## config.mk

```make
export PLATFORM = sky130hd
export DESIGN_NAME = cpu_trace_dumper
export DESIGN_NICKNAME = d
export VERILOG_FILES = /design/src/rtl/cpu_trace_dumper.sv
export SDC_FILE = /design/constraint.sdc
export NUM_CORES = 1
export LEC_CHECK = 0
export ABC_AREA = 1
export CORE_UTILIZATION = 48
export CTS_CLUSTER_DIAMETER = 80
export DETAILED_ROUTE_END_ITERATION = 8
export GPL_TIMING_DRIVEN = 0
export PLACE_DENSITY_LB_ADDON = 0.1
export SETUP_SLACK_MARGIN = 0.02
export SLEW_MARGIN = 20
export SYNTH_ARGS = -nofsm -noshare
export SYNTH_HDL_FRONTEND = slang
export SYNTH_SLANG_ARGS = --single-unit
```

## constraint.sdc

```tcl
create_clock -name clk_i -period 2 [get_ports clk_i]
set_clock_uncertainty 0.05 [all_clocks]
set_input_delay 0.4 -clock clk_i [delete_from_list [all_inputs] [get_ports clk_i]]
set_output_delay 0.4 -clock clk_i [all_outputs]
set_load 0.02 [all_outputs]
```

## src/rtl/cpu_trace_dumper.sv

```systemverilog
// cpu_trace_dumper: stalls the CPU after each retired step and streams one trace
// record (PC beat, then one beat per architectural register) over a
// valid/ready channel, optionally terminated by an END beat after a
// fixed number of records.
module cpu_trace_dumper #(
    parameter int DATA_W      = 32,
    parameter int NREG        = 32,
    parameter int IDX_W       = 5,
    parameter int MAX_RECORDS = 30,
    parameter int SKIP_X0     = 0
) (
    input  logic              clk_i,
    input  logic              rst_i,
    input  logic              start_i,
    input  logic              step_i,
    input  logic [DATA_W-1:0] pc_i,
    output logic [IDX_W-1:0]  reg_addr_o,
    input  logic [DATA_W-1:0] reg_data_i,
    output logic              trace_valid_o,
    input  logic              trace_ready_i,
    output logic [1:0]        trace_tag_o,
    output logic [IDX_W-1:0]  trace_idx_o,
    output logic [DATA_W-1:0] trace_data_o,
    output logic              cpu_stall_o,
    output logic              done_o,
    output logic [15:0]       rec_cnt_o
);

    localparam logic [1:0]       TAG_PC    = 2'd0;
    localparam logic [1:0]       TAG_REG   = 2'd1;
    localparam logic [1:0]       TAG_END   = 2'd2;
    localparam logic [IDX_W-1:0] FIRST_IDX = (SKIP_X0 != 0) ? IDX_W'(1) : IDX_W'(0);
    localparam logic [IDX_W-1:0] LAST_IDX  = IDX_W'(NREG - 1);
    localparam logic [15:0]      MAX_REC   = 16'(MAX_RECORDS);

    typedef enum logic [2:0] {
        ST_IDLE,
        ST_WAIT,
        ST_SEND_PC,
        ST_READ,
        ST_SEND_REG,
        ST_SEND_END,
        ST_DONE
    } state_t;

    state_t              state_q, state_d;
    logic [IDX_W-1:0]    idx_q, idx_d;
    logic [DATA_W-1:0]   pc_q, pc_d;
    logic [DATA_W-1:0]   cap_q, cap_d;
    logic [15:0]         rec_q, rec_d;
    // Second cycle of READ: register file data is valid on reg_data_i.
    logic                rd_ph_q, rd_ph_d;
    logic [15:0]         rec_inc;

    // Record counter saturates instead of wrapping.
    assign rec_inc    = (rec_q == 16'hFFFF) ? rec_q : rec_q + 16'd1;
    assign reg_addr_o = idx_q;
    assign rec_cnt_o  = rec_q;

    // State and datapath registers; reset clears everything immediately.
    always_ff @(posedge clk_i or negedge rst_i) begin
        if (!rst_i) begin
            state_q <= ST_IDLE;
            idx_q   <= '0;
            pc_q    <= '0;
            cap_q   <= '0;
            rec_q   <= '0;
            rd_ph_q <= 1'b0;
        end else begin
            state_q <= state_d;
            idx_q   <= idx_d;
            pc_q    <= pc_d;
            cap_q   <= cap_d;
            rec_q   <= rec_d;
            rd_ph_q <= rd_ph_d;
        end
    end

    // Next-state logic and beat outputs; outputs depend only on registered
    // state so a stalled beat stays stable until it is accepted.
    always_comb begin
        state_d       = state_q;
        idx_d         = idx_q;
        pc_d          = pc_q;
        cap_d         = cap_q;
        rec_d         = rec_q;
        rd_ph_d       = rd_ph_q;
        trace_valid_o = 1'b0;
        trace_tag_o   = TAG_PC;
        trace_idx_o   = '0;
        trace_data_o  = '0;
        cpu_stall_o   = 1'b0;
        done_o        = 1'b0;

        case (state_q)
            ST_IDLE: begin
                if (start_i) state_d = ST_WAIT;
            end
            ST_WAIT: begin
                if (step_i) begin
                    pc_d    = pc_i;
                    state_d = ST_SEND_PC;
                end
            end
            ST_SEND_PC: begin
                trace_valid_o = 1'b1;
                trace_data_o  = pc_q;
                cpu_stall_o   = 1'b1;
                if (trace_ready_i) begin
                    idx_d   = FIRST_IDX;
                    rd_ph_d = 1'b0;
                    state_d = ST_READ;
                end
            end
            ST_READ: begin
                cpu_stall_o = 1'b1;
                if (!rd_ph_q) begin
                    rd_ph_d = 1'b1;
                end else begin
                    cap_d   = reg_data_i;
                    rd_ph_d = 1'b0;
                    state_d = ST_SEND_REG;
                end
            end
            ST_SEND_REG: begin
                trace_valid_o = 1'b1;
                trace_tag_o   = TAG_REG;
                trace_idx_o   = idx_q;
                trace_data_o  = cap_q;
                cpu_stall_o   = 1'b1;
                if (trace_ready_i) begin
                    if (idx_q == LAST_IDX) begin
                        rec_d = rec_inc;
                        if ((MAX_RECORDS != 0) && (rec_inc == MAX_REC)) begin
                            state_d = ST_SEND_END;
                        end else if (start_i) begin
                            state_d = ST_WAIT;
                        end else begin
                            state_d = ST_IDLE;
                        end
                    end else begin
                        idx_d   = idx_q + IDX_W'(1);
                        state_d = ST_READ;
                    end
                end
            end
            ST_SEND_END: begin
                trace_valid_o = 1'b1;
                trace_tag_o   = TAG_END;
                trace_data_o  = DATA_W'(rec_q);
                cpu_stall_o   = 1'b1;
                if (trace_ready_i) state_d = ST_DONE;
            end
            ST_DONE: begin
                done_o = 1'b1;
            end
            default: begin
                state_d = ST_IDLE;
            end
        endcase
    end

endmodule

```

==> results of run 1 <==
==> sequential cells by signal (all words and copies together) (netlist names) <==
signal,cells
cap_q,32
pc_q,32
rd_ph_q,1
rec_cnt_o,16
reg_addr_o,5
state_q,3
==> routing by layer <==
layer	global-route usage	vias to the layer above	wire length [um]	share of wire
met5	0	-	0	0
met2	0.441	132	6610	0.49
met1	0.366	2028	5670	0.42
met3	0.0569	25	929	0.069
li1	-	2006	-	-
met4	0.104	0	252	0.019
==> cell usage after synthesis, types with 3 or more instances <==
library cell and n:
a22o_1 16, buf_2 9, clkbuf_1 6, dfrtp_1 89, ha_1 3, inv_1 41, inv_2 4, mux2_2 64
nand2_1 112, nand2_2 5, nand3_1 19, nand4_1 7, nor2_1 41, nor2_2 4, nor2_4 6, nor3_1 7
o211ai_1 16, o21ai_0 25, o21ai_1 3, xor2_1 3
==> power by group <==
group / internal (mW) / switching (mW)
clock: 0.490 / 0.744
sequential: 2.60 / 0.497
combinational: 2.23 / 2.12
==> how the worst min path moves through the flow <==
stage | slack [ns] | end
CTS | 0.41 | rec_cnt_o[14]$_DFFE_PN0P_
finish | 0.43 | rec_cnt_o[14]$_DFFE_PN0P_
global route | 0.45 | rec_cnt_o[14]$_DFFE_PN0P_
global placement | 0.44 | cap_q[13]$_DFFE_PN0P_
floorplan | 0.05 | cap_q[0]$_DFFE_PN0P_
detailed placement | 0.24 | rec_cnt_o[14]$_DFFE_PN0P_
==> timing repair <==
action	CTS	global route
hold endpoints to repair	27	0
setup endpoints to repair	54	78
setup buffers	27	13
gates cloned	3	1
resized for setup	247	84
hold buffers	1	0
pin swaps	10	23
==> through the flow <==
| stage | setup TNS [ns] | area (um2) | utilization |
|---|---|---|---|
| finish | -8.16 | 6870 | 0.744 |
| global route | -10.55 | 6870 | 0.744 |
| CTS | -7.36 | 6570 | 0.711 |
| detailed placement | -27.66 | 6100 | 0.660 |
| global placement | -276.77 | 6070 | 0.657 |
| floorplan | 0 | 4600 | - |
==> critical path: stages, from the launching register on <==
cell and delay [ns]:
dfrtp_1 0.42, inv_2 0.09, buf_6 0.13, nor2_4 0.15, clkinv_4 0.13, buf_6 0.14, o211ai_1 0.21, buf_4 0.19
==> cell type report <==
class	instances	area [um2]
clock buffers	9	124
clock inverters	7	73.8
multi-input cells	336	2240
plain buffers	13	119
inverters	46	185
repair buffers	176	1730
flip-flops and latches	89	2240
fillers	658	2370
well taps	129	161
==> cell families after synthesis <==
family,count (synthesis)
flip-flops,89
buffers and inverters,62
adder cells (fa/ha/maj),3
XOR/XNOR,3
AO/OA/AOI/OAI,62
multiplexers,64
AND/OR/NAND/NOR,204
==> results_dict.tcl, run 1 <==
set metrics [dict create \
    antenna_cells 0 \
    synth_area_leaders "dfrtp_1 49%, mux2_2 16%, nand2_1 9.2%" \
    rr_startpoint "state_q[1]$_DFFE_PN0P_" \
    drt-initial-drc-count 151 \
    yosys.area_share.adder 0.00821 \
    synth_mux_area_frac 0.158 \
    yosys.cell_types.count 25 \
    gp_congestion 0.870 \
    tightest_slew_ns 0.390 \
    grt_pass1_vias 4102 \
    critPathRequiredTime_ns 1.55 \
    fin_crit_sh 1.14 \
    maxCapViolCount 0 \
    powerDensity_nw_per_um2 1260 \
    violations "setup timing" \
    final_cell_mix "107 x nand2_1, 84 x clkdlybuf4s50_1, 80 x dfrtp_1" \
    antenna_found_initial 0 \
    timing.fmax_mhz 438 \
    io_buffer_count 131 \
    r2r_setup_slack_ns -0.07 \
    antenna_left 0 \
    hold-worst-slack_ns 0.426 \
    routed_wl_um 13500 \
    synth_edf_count 0 \
    synthSimpleGateAreaFrac 0.197 \
    start_util 0.495 \
    syn_inst 487 \
    seq_area_frac_synth 0.487 \
    num_vias 4191 \
    hpwl_um 9280 \
    hold_path.class "in -> async" \
    fp.dieW_um 99.6 \
    cp-end-kind "primary output" \
    path_clk_slew_ns 0.10 \
    synth_top_area_share 0.487 \
    arrival_ns 1.83 \
    peakVddDrop_mv 0.717 \
    grt_usage 0.274 \
    rsz0062_at_grt "true" \
    numCtsBuffers 9 \
    cp-start-kind "flop" \
    layout-drive-gt1-share 0.358 \
    ys_seq_elements 89 \
    synth-xor-area-share 0.00574 \
    dr.pass1.iters 4 \
    viasPerCell 5.21 \
    hold_viol 0 \
    cts_tree "yes" \
    io_pins 132 \
    wire_per_inst_um 16.7 \
    core.rowCount 35 \
    cts_root_buffer "clkbuf_8" \
    synth_top_cell_by_area "dfrtp_1" \
    p_leak_nw 3.15 \
    rr_endpoint "state_q[0]$_DFFE_PN0P_" \
    grt_max_degree 63 \
    report.power.total_mw 8.67 \
    syn_area_um2 4570 \
    htree_num_levels 3 \
    status "complete, but fails checks" \
    relSlewSlack 0.738 \
    die_height_um 99.6 \
    route.detailed.drc 0 \
    worst_slack_ns -0.281 \
    synth-async-reset-ratio 1.00 \
    mostFrequentLayoutCell "nand2_1" \
    nNetsFinal 743 \
    critPathKind "reg -> out" \
    synth_top_family_by_area "simple AND/OR/NAND/NOR gates" \
    synth-main-ff-cell "dfrtp_1" \
    cts_sinks 89 \
    syn_avg_cell_area_um2 9.39 \
    slew_violations 0 \
    worstSetupEndpoint "trace_data_o[1]" \
    core_um2 9240 \
    r2r_cells 12 \
    cp-startpoint "state_q[2]$_DFFE_PN0P_" \
    synth_compound_area_frac 0.0897 \
    yosys_warnings 0 \
    cts_buffer_depth 2 \
    dp_slack_ns -0.906 \
    cp_max_fo 8 \
    period_needed_ns 2.28 \
    finalSetupViolCount 45 \
    dieArea_um2 9920 \
    final_cell_count_no_fill 805 \
    synth_nets 559 \
    place_inst 748 \
    grt_pass1_wl_um 20800 \
    grt-ovfl-total 0 \
    area_growth_pct 50.2 \
    insertion_delay_ns 0.37 \
]
Power figures use the tool's default switching activity.
==> inputs of run 2 (changes only) <==
--- a/config.mk
+++ b/config.mk
@@ -6,11 +6,12 @@
 export NUM_CORES = 1
 export LEC_CHECK = 0
 export ABC_AREA = 1
+export CORE_ASPECT_RATIO = 1.25
 export CORE_UTILIZATION = 48
 export CTS_CLUSTER_DIAMETER = 80
 export DETAILED_ROUTE_END_ITERATION = 8
 export GPL_TIMING_DRIVEN = 0
-export PLACE_DENSITY_LB_ADDON = 0.1
+export PLACE_DENSITY = 0.81
 export SETUP_SLACK_MARGIN = 0.02
 export SLEW_MARGIN = 20
 export SYNTH_ARGS = -nofsm -noshare
==> run 2 against run 1 <==
The flow finishes with violations (hold timing, setup timing). Sequential power about the same. Core utilization increased by 3.7 points. Clock-buffer cell count increased by 2. Wire length up 13%. First-iteration DRC count is 120% higher. Global-route usage rose by 3.4 points. Cell count grew 0.50%. Critical endpoint is now trace_data_o[15].
==> results_dict.tcl, run 2 (synthesized netlist as in run 1, its figures left out) <==
set metrics [dict create \
    path_clk_slew_ns 0.07 \
    cts_root_buffer "clkbuf_16" \
    p_int_mw 5.84 \
    switching_share 0.377 \
    core_um2 9170 \
    final-seq-area_um2 2240 \
    area_growth_pct 56.5 \
    peakVddDrop_mv 0.949 \
    antenna_cells 0 \
    r2r_cells 13 \
    nFillCells 618 \
    rr_startpoint "state_q[1]$_DFFE_PN0P_" \
    maxCapViolCount 0 \
    powerDensity_nw_per_um2 1310 \
    critPathKind "reg -> out" \
    io_pins 132 \
    antenna_left 0 \
    dr.pass1.iters 5 \
    multiInputGateArea_um2 2310 \
    worst_slack_ns -0.250 \
    start_util 0.499 \
    hold_path.class "in -> async" \
    p_seq_frac 0.333 \
    core.rowCount 39 \
    fin_crit_sh 1.13 \
    grt-ovfl-total 0 \
    antenna_found_initial 0 \
    clkPwrFrac 0.173 \
    route.detailed.drc 0 \
    period_needed_ns 2.25 \
    drt-initial-drc-count 331 \
    p_sw_mw 3.54 \
    gp_congestion 0.898 \
    die_height_um 111 \
    viasPerCell 5.59 \
    nNetsFinal 753 \
    io_buffer_count 131 \
    finalSetupViolCount 49 \
    dieArea_um2 9930 \
    comb_power_share 0.494 \
    cp-start-kind "flop" \
    cts_buffer_depth 2 \
    htree_num_levels 3 \
    final_cell_mix "101 x nand2_1, 87 x clkdlybuf4s50_1, 77 x dfrtp_1" \
    p_leak_nw 3.20 \
    insertion_delay_ns 0.35 \
    relSlewSlack 0.623 \
    dp_slack_ns -0.848 \
    cts_sinks 89 \
    cp_max_fo 10 \
    r2r_setup_slack_ns -0.18 \
    mostFrequentLayoutCell "nand2_1" \
    hold-worst-slack_ns -0.0110 \
    numCtsBuffers 9 \
    arrival_ns 1.80 \
    critPathRequiredTime_ns 1.55 \
    hpwl_um 9850 \
    status "complete, but fails checks" \
    grt_pass1_wl_um 22900 \
    cp-end-kind "primary output" \
    wire_per_inst_um 18.7 \
    grt_pass1_vias 4620 \
    violations "hold timing, setup timing" \
    timing.fmax_mhz 444 \
    rsz0062_at_grt "true" \
    slew_violations 0 \
    grt_max_degree 49 \
    fp.dieW_um 89.3 \
    hold_viol 2 \
    rr_endpoint "state_q[0]$_DFFE_PN0P_" \
    tightest_slew_ns 0.566 \
    num_vias 4525 \
    grt_usage 0.308 \
    report.power.total_mw 9.38 \
    routed_wl_um 15100 \
    cts_tree "yes" \
    layout-drive-gt1-share 0.389 \
]
-- run 2: worst max-delay path by stage --
stage | startpoint | end | slack, ns | cells after the start
detailed placement | state_q[2]$_DFFE_PN0P_ | trace_data_o[3] | -0.85 | 7
finish | state_q[0]$_DFFE_PN0P_ | trace_data_o[15] | -0.25 | 8
global route | state_q[0]$_DFFE_PN0P_ | trace_data_o[3] | -0.31 | 8
floorplan | state_q[0]$_DFFE_PN0P_ | trace_data_o[10] | 0.03 | 7
global placement | rst_i | cap_q[24]$_DFFE_PN0P_ | -2.68 | 1
CTS | state_q[1]$_DFFE_PN0P_ | trace_data_o[15] | -0.20 | 7
-- run 2: stage by stage --
| stage | instance area, um2 | setup TNS (ns) | cells | utilization |
|---|---|---|---|---|
| floorplan | 4600 | 0 | 487 | - |
| global placement | 6060 | -263.04 | 741 | 0.661 |
| detailed placement | 6090 | -26.42 | 742 | 0.663 |
| CTS | 6890 | -3.75 | 794 | 0.751 |
| global route | 7160 | -9.35 | 809 | 0.781 |
| finish | 7160 | -7.03 | 809 | 0.781 |
-- run 2: critical path: stages (launching register included) --
cell      delay, ns
dfrtp_2        0.40
inv_4          0.06
nor2_4         0.13
inv_2          0.07
nor2_4         0.14
clkinv_4       0.11
buf_8          0.16
o211ai_1       0.21
buf_4          0.19
-- run 2: layout make-up --
class                   instances  area share
multi-input cells             336       0.322
flip-flops and latches         89       0.313
repair buffers                184       0.253
clock buffers                  11      0.0339
inverters                      46      0.0273
plain buffers                  15      0.0232
well taps                     123      0.0215
clock inverters                 5     0.00559
-- run 2: metal layers --
layer	share of wire	vias up	GRT usage	wire, um
li1	-	2013	-	-
met1	0.37	2206	0.370	5550
met2	0.51	246	0.505	7800
met3	0.072	60	0.0640	1100
met4	0.046	0	0.166	703
met5	0	-	0	0
-- run 2: what timing repair did --
item | in CTS | in global routing
pin swaps | 39 | 13
resized for setup | 300 | 62
endpoints found under the setup margin | 60 | 66
gates cloned | 3 | 2
hold buffers | 0 | 0
setup buffers | 33 | 15
hold endpoints to repair | 0 | 0
-- run 2: power by group through the flow --
stage / combinational, mW / clock [mW] / sequential, mW
floorplan: 2.22 / 0 / 3.07
global placement: 3.59 / 0 / 3.06
detailed placement: 3.70 / 0 / 3.13
CTS: 4.28 / 1.62 / 3.09
global route: 4.91 / 1.70 / 3.20
finish: 4.63 / 1.62 / 3.12
